### src/rtl/mem_port_arbiter.sv
// Two-port round-robin arbiter/sequencer for the shared line memory; one transaction in flight.
// Optional read timeout reporting is enabled by defining MEM_TIMEOUT_EN.
module mem_port_arbiter #(
    parameter int XLEN    = 32,
    parameter int ADR_W   = 32,
    parameter int TIMEOUT = 16
) (
    input  logic             clk,
    input  logic             rst_n,
    input  logic             p0_req_v,
    output logic             p0_req_rdy,
    input  logic             p0_we,
    input  logic [ADR_W-1:0] p0_adr,
    input  logic [XLEN-1:0]  p0_wdata,
    input  logic [3:0]       p0_strb,
    output logic             p0_rsp_v,
    output logic [XLEN-1:0]  p0_rdata,
    output logic             p0_err,
    input  logic             p1_req_v,
    output logic             p1_req_rdy,
    input  logic             p1_we,
    input  logic [ADR_W-1:0] p1_adr,
    input  logic [XLEN-1:0]  p1_wdata,
    input  logic [3:0]       p1_strb,
    output logic             p1_rsp_v,
    output logic [XLEN-1:0]  p1_rdata,
    output logic             p1_err,
    output logic             m_r_v,
    output logic             m_w_v,
    output logic [ADR_W-1:0] m_adr,
    output logic [XLEN-1:0]  m_data,
    output logic [3:0]       m_strobe,
    input  logic [XLEN-1:0]  m_resp,
    input  logic             m_ack
);

    localparam logic [1:0] S_IDLE  = 2'd0;
    localparam logic [1:0] S_ISSUE = 2'd1;
    localparam logic [1:0] S_WAIT  = 2'd2;
    localparam logic [1:0] S_RESP  = 2'd3;

    logic [1:0]       state;
    logic             last_grant;
    logic             owner;
    logic             we_q;
    logic [ADR_W-1:0] adr_q;
    logic [XLEN-1:0]  wdata_q;
    logic [3:0]       strb_q;
    logic [XLEN-1:0]  rdata_q;
    logic             gnt0;
    logic             gnt1;
    logic             issue;
    logic             rsp;

`ifdef MEM_TIMEOUT_EN
    localparam int CNT_W = $clog2(TIMEOUT);
    logic [CNT_W-1:0] wait_cnt;
    logic             err_q;
`endif

    // Ready is gated by rst_n so nothing is offered while reset is held.
    always_comb begin
        gnt0 = 1'b0;
        gnt1 = 1'b0;
        if (rst_n && state == S_IDLE) begin
            if (p0_req_v && (!p1_req_v || last_grant))
                gnt0 = 1'b1;
            else if (p1_req_v)
                gnt1 = 1'b1;
        end
    end

    assign p0_req_rdy = gnt0;
    assign p1_req_rdy = gnt1;

    always_ff @(posedge clk) begin
        if (!rst_n) begin
            state      <= S_IDLE;
            last_grant <= 1'b1;
            owner      <= 1'b0;
            we_q       <= 1'b0;
            adr_q      <= '0;
            wdata_q    <= '0;
            strb_q     <= '0;
            rdata_q    <= '0;
`ifdef MEM_TIMEOUT_EN
            wait_cnt   <= '0;
            err_q      <= 1'b0;
`endif
        end else begin
            case (state)
                S_IDLE: begin
                    if (gnt0 || gnt1) begin
                        owner      <= gnt1;
                        last_grant <= gnt1;
                        we_q       <= gnt1 ? p1_we    : p0_we;
                        adr_q      <= gnt1 ? p1_adr   : p0_adr;
                        wdata_q    <= gnt1 ? p1_wdata : p0_wdata;
                        strb_q     <= gnt1 ? p1_strb  : p0_strb;
                        rdata_q    <= '0;
`ifdef MEM_TIMEOUT_EN
                        err_q      <= 1'b0;
`endif
                        state      <= S_ISSUE;
                    end
                end
                S_ISSUE: begin
`ifdef MEM_TIMEOUT_EN
                    wait_cnt <= '0;
`endif
                    state <= we_q ? S_RESP : S_WAIT;
                end
                S_WAIT: begin
                    if (m_ack) begin
                        rdata_q <= m_resp;
                        state   <= S_RESP;
                    end
`ifdef MEM_TIMEOUT_EN
                    else if (wait_cnt == CNT_W'(TIMEOUT - 1)) begin
                        err_q <= 1'b1;
                        state <= S_RESP;
                    end else begin
                        wait_cnt <= wait_cnt + 1'b1;
                    end
`endif
                end
                default: state <= S_IDLE;
            endcase
        end
    end

    assign issue    = (state == S_ISSUE);
    assign rsp      = (state == S_RESP);
    assign m_r_v    = issue && !we_q;
    assign m_w_v    = issue && we_q;
    assign m_adr    = issue ? adr_q   : '0;
    assign m_data   = issue ? wdata_q : '0;
    assign m_strobe = issue ? strb_q  : '0;

    assign p0_rsp_v = rsp && !owner;
    assign p1_rsp_v = rsp && owner;
    assign p0_rdata = p0_rsp_v ? rdata_q : '0;
    assign p1_rdata = p1_rsp_v ? rdata_q : '0;
`ifdef MEM_TIMEOUT_EN
    assign p0_err   = p0_rsp_v && err_q;
    assign p1_err   = p1_rsp_v && err_q;
`else
    assign p0_err   = 1'b0;
    assign p1_err   = 1'b0;
`endif

endmodule

### config.mk
export PLATFORM = sky130hd
export DESIGN_NAME = mem_port_arbiter
export DESIGN_NICKNAME = d
export VERILOG_FILES = /design/src/rtl/mem_port_arbiter.sv
export SDC_FILE = /design/constraint.sdc
export NUM_CORES = 1
export LEC_CHECK = 0
export CAP_MARGIN = 20
export CORE_MARGIN = 5
export CORE_UTILIZATION = 41
export CTS_CLUSTER_SIZE = 10
export DETAILED_ROUTE_END_ITERATION = 12
export GPL_ROUTABILITY_DRIVEN = 0
export PLACE_DENSITY = 0.82
export SYNTH_ARGS = -nofsm -noshare
export SYNTH_HDL_FRONTEND = slang
export SYNTH_SLANG_ARGS = --single-unit
### constraint.sdc
create_clock -name clk -period 2.5 [get_ports clk]
set_clock_uncertainty 0.1 [all_clocks]
set_input_delay 0.5 -clock clk [delete_from_list [all_inputs] [get_ports clk]]
set_output_delay 0.5 -clock clk [all_outputs]
set_load 0.03 [all_outputs]
# Word-level counts from Yosys, hierarchy flattened
# Cells that the tools add are included.
# Widths: inputs -> output; s select.
[word_totals]
register_bits = 105
input_bits = 175
output_inout_bits = 140
wordCells = 50
[op_classes]
n_eq_ne = 5
muxes = 21
n_reduce_logical = 16
[ops]
columns = ["cell", "n"]
rows = [
  ["$mux 32", 8],
  ["$pmux 32 s2", 1],
  ["$mux 4", 2],
  ["$mux 1", 7],
  ["$logic_and 1x1->1", 6],
  ["$pmux 2 s3", 1],
  ["$eq 2x2->1 const B", 2],
  ["$mux 2", 2],
  ["$reduce_and 2->1", 2],
  ["$logic_not 1->1", 3],
  ["$reduce_and 3->1", 1],
  ["$eq 2x1->1 const B", 1],
  ["$logic_not 2->1", 1],
  ["$logic_or 1x1->1", 2],
  ["$ne 2x1->1 const B", 1],
  ["$ne 2x2->1 const B", 1],
  ["$reduce_bool 2->1", 1],
]

# Depth between registers and ports, before layout
[depth]
depth_word = 8
mapped_depth = 8
depth_no_buf = 5

# Least setup slack after synthesis
# Ideal clock, no wire load.
[synth_path]
kind = "input to output"
start = "input rst_n"
end = "output p0_req_rdy"
arrival_ns = 1.721
required_time_ns = 1.900
slack_ns = 0.179
stages = 4
path_buffers = 2
path_cell_list = "buf_2 buf_2 nand2_1 a211oi_1"
[synth_between]
elab_chain_len = 2
[synth_lines]
columns = ["item", "line", "source"]
rows = [
  ["start, declared", "9", "input logic rst_n,"],
  ["$logic_and 1x1->1", "65", "if (rst_n && state == S_IDLE) begin"],
  ["$mux 1", "65", ""],
  ["end, declared", "11", "output logic p0_req_rdy,"],
]
# Every way passes these cells.

# Worst setup path after layout
[layout_path]
start = "register state[0]"
end = "output p1_req_rdy"
[layout_between]
elab_chain_len = 3
[layout_lines]
columns = ["item", "line", "source"]
rows = [
  ["start, declared", "42", "logic [1:0] state;"],
  ["start signal, assigned", "111", "state <= we_q ? S_RESP : S_WAIT;"],
  ["$logic_not 2->1", "65", ""],
  ["$logic_and 1x1->1", "65", ""],
  ["$mux 1", "65", ""],
  ["end, declared", "20", "output logic p1_req_rdy,"],
]
# Every way passes these cells.

==> metrics.yaml <==
global_routing:
  first_global_vias: 6319
  grt_util_all_layers: 0.2329
  antenna_found_initial: 1
  grt_overflow_total: 0
  grt_max_degree: 71
  grt_pass1_wl_microns: 33690
clocking:
  clock_latency_ns: 0.35
  cts.sinks: 105
  root_buffer: "clkbuf_16"
  cts_buffer_depth: 2
  cts_max_level: 3
  cts_tree: "built"
  cts_made_buffers: 9
  cts-hold-fix-buffers: 0
  clk_pin_slew_ns: 0.07
placement:
  placed_cell_area_sq_mm: 0.009030
  port_buffers: 312
  pre_cts_ws_ns: 0.1741
  place_hpwl_microns: 14890
setup_path:
  worstPathCellList: "inv_1 > ha_2 > nand3_2 > or2_4 > inv_1 > buf_4"
  worstSetupEndpointType: "primary output"
  start_kind: "flip-flop"
  path_class: "reg -> out"
  timing.rr.start: "state[0]"
  critical_path.top_delay_family: "simple AND/OR/NAND/NOR gates"
  max_stage_delay_ns: 0.36
  crit_buf_inv: 3
  cp.arrival_ns: 1.71
  cp_max_fo: 8
  cp_slowest_cell: "dfxtp_1"
  path_common_cell: "inv_1"
  cp_data_required_time_ns: 1.90
  crit_path_start: "state[0]"
yosys:
  synth_edf_count: 0
  ys_ff_latch: 105
  synth_top_family_by_area: "compound AO/OA/AOI/OAI gates"
  seq_area_frac_synth: 0.3419
  synth_compound_area_frac: 0.3228
  synthXorXnorAreaFrac: 0
  synth-async-reset-ratio: 0
  synthAdderAreaFrac: 0.01018
  synth_mux_area_frac: 0.003256
  syn_avg_cell_area_sq_um: 8.354
  netlist_area_sq_mm: 0.006148
  synth_cell_types: 33
  synth-simple-area-share: 0.2473
  synth_top_flop_cell: "dfxtp_1"
  ys_warn_count: 0
  synthCells: 736
layout:
  design_area_sq_mm: 0.009365
  nets: 1177
  final_cell_mix: "clkdlybuf4s50_1 (173), buf_4 (156), dfxtp_1 (105), and2_1 (103)"
  drive_gt1_frac: 0.2555
  area_delta_synth_final_pct: 52.32
  final_common_cell: "clkdlybuf4s50_1"
routing:
  drt_iter0_drc: 486
  drc_errors: 0
  via_count: 6561
  viasPerCell: 5.527
  routed_wl_microns: 21670
  firstDrtPassIters: 4
  routedWlPerCell_microns: 18.25
  ant_nets: 0
floorplan:
  rows: 44
  num_io_pins: 315
  die-width_microns: 132.5
  die_area_sq_mm: 0.01755
  core_sq_mm: 0.01464
  start_util: 0.4199
  die_height_microns: 132.5
pwr:
  power.density_mw_per_mm2: 720.5
  power_leakage_nw: 3.736
  p_sw_mw: 2.648
  combPwrFrac: 0.442
  p_sw_frac: 0.3924
  ir_drop_uv: 354.4
  pwr-share-seq: 0.322
  clockPowerShare: 0.236
  internal_power_mw: 4.100
timing:
  final_hold_viol_count: 0
  timing.fmax_ghz: 0.4333
  relSlewSlack: 0.4827
  setup_tns_ns: 0
  worstMarginPinSlew_ns: 0.7759
  setup_viol: 0
  min_period_ns: 2.308
  grt_setup_unrepaired: "false"
  setup_ws_ns: 0.1924
  slew_viol_final: 0
  fin_crit_sh: 0.9231
outcome:
  outcome: "complete, no violations"
min_path:
  worstHoldStart: "last_grant"
  hold_class: "reg -> reg"
run:
  max_cap_viol_count: 0
-- worst min-delay path, cell delays in order (launching register included) --
cell and delay (ns):
dfxtp_1 0.31, inv_1 0.06, a31oi_1 0.07
-- per-stage QoR --
stage	total power, mW	std cells	hold WS, ns	util
floorplan	4.087	737	0.3558	-
global placement	5.161	1170	0.3648	0.6166
detailed placement	5.184	1170	0.3724	0.6166
CTS	6.780	1186	0.3771	0.6392
global route	7.099	1187	0.4099	0.6395
finish	6.748	1187	0.3780	0.6395
-- worst paths after layout --
path / to / slack (ns) / cells after the start
min: last_grant / 0.38 / 2
min reg2reg: last_grant / 0.38 / 2
max: p1_req_rdy / 0.19 / 6
max reg2reg: wdata_q[28] / 0.51 / 6
-- cells by family after synthesis --
group,after synthesis
other cells,1
fa+ha+maj,5
flops,105
mux,2
simple gates,285
buf+inv,96
compound gates,242
-- synthesized netlist by cell type (2+ instances only) --
cell	n	share of area
clkbuf_1	58	0.035
nor2_1	69	0.042
nand2_1	4	0.0024
a21boi_1	5	0.0061
a211oi_2	68	0.14
buf_4	5	0.0061
buf_6	7	0.013
o211ai_1	65	0.079
o21ai_0	68	0.055
buf_2	18	0.015
mux2i_1	2	0.0033
inv_1	7	0.0043
nor2b_1	3	0.0031
nor3_1	69	0.056
dfxtp_1	105	0.34
a21boi_0	27	0.033
and2_1	104	0.11
a211oi_1	2	0.0024
and3_1	32	0.033
ha_1	5	0.010
-- power groups by stage --
stage	clock network (mW)	registers, mW	logic [mW]
final	1.59	2.18	2.98
after global routing	1.67	2.21	3.21
after CTS	1.61	2.17	2.99
after detailed placement	0	2.20	2.98
after global placement	0	2.20	2.96
after floorplan	0	2.15	1.94
-- sequential cells by signal (all words and copies together) (netlist names) --
| signal | count |
|---|---|
| owner | 1 |
| last_grant | 1 |
| rdata_q | 32 |
| state | 2 |
| wdata_q | 32 |
| strb_q | 4 |
| adr_q | 32 |
| we_q | 1 |
-- final cells by class --
cell class / instances / area [sq um]
clock inverters: 5 / 77.57
inverters: 7 / 26.28
multi-input cells: 536 / 3606
repair buffers: 338 / 3068
well taps: 184 / 230.2
fillers: 1314 / 5279
flip-flops and latches: 105 / 2102
clock buffers: 11 / 252.7
diodes: 1 / 2.502
-- timing repair --
item / in CTS / in global routing
endpoints found under the setup margin: 0 / 1
buffers inserted: 0 / 0
resized for setup: 0 / 1
-- per-layer routing --
| layer | wire [microns] | track usage | vias up |
|---|---|---|---|
| li1 | - | - | 3150 |
| met1 | 8583 | 0.2700 | 3057 |
| met2 | 10120 | 0.3868 | 301 |
| met3 | 2243 | 0.08542 | 53 |
| met4 | 721 | 0.1010 | 0 |
| met5 | 0 | 0 | - |
Note: power is estimated with default switching activity, not from simulation.
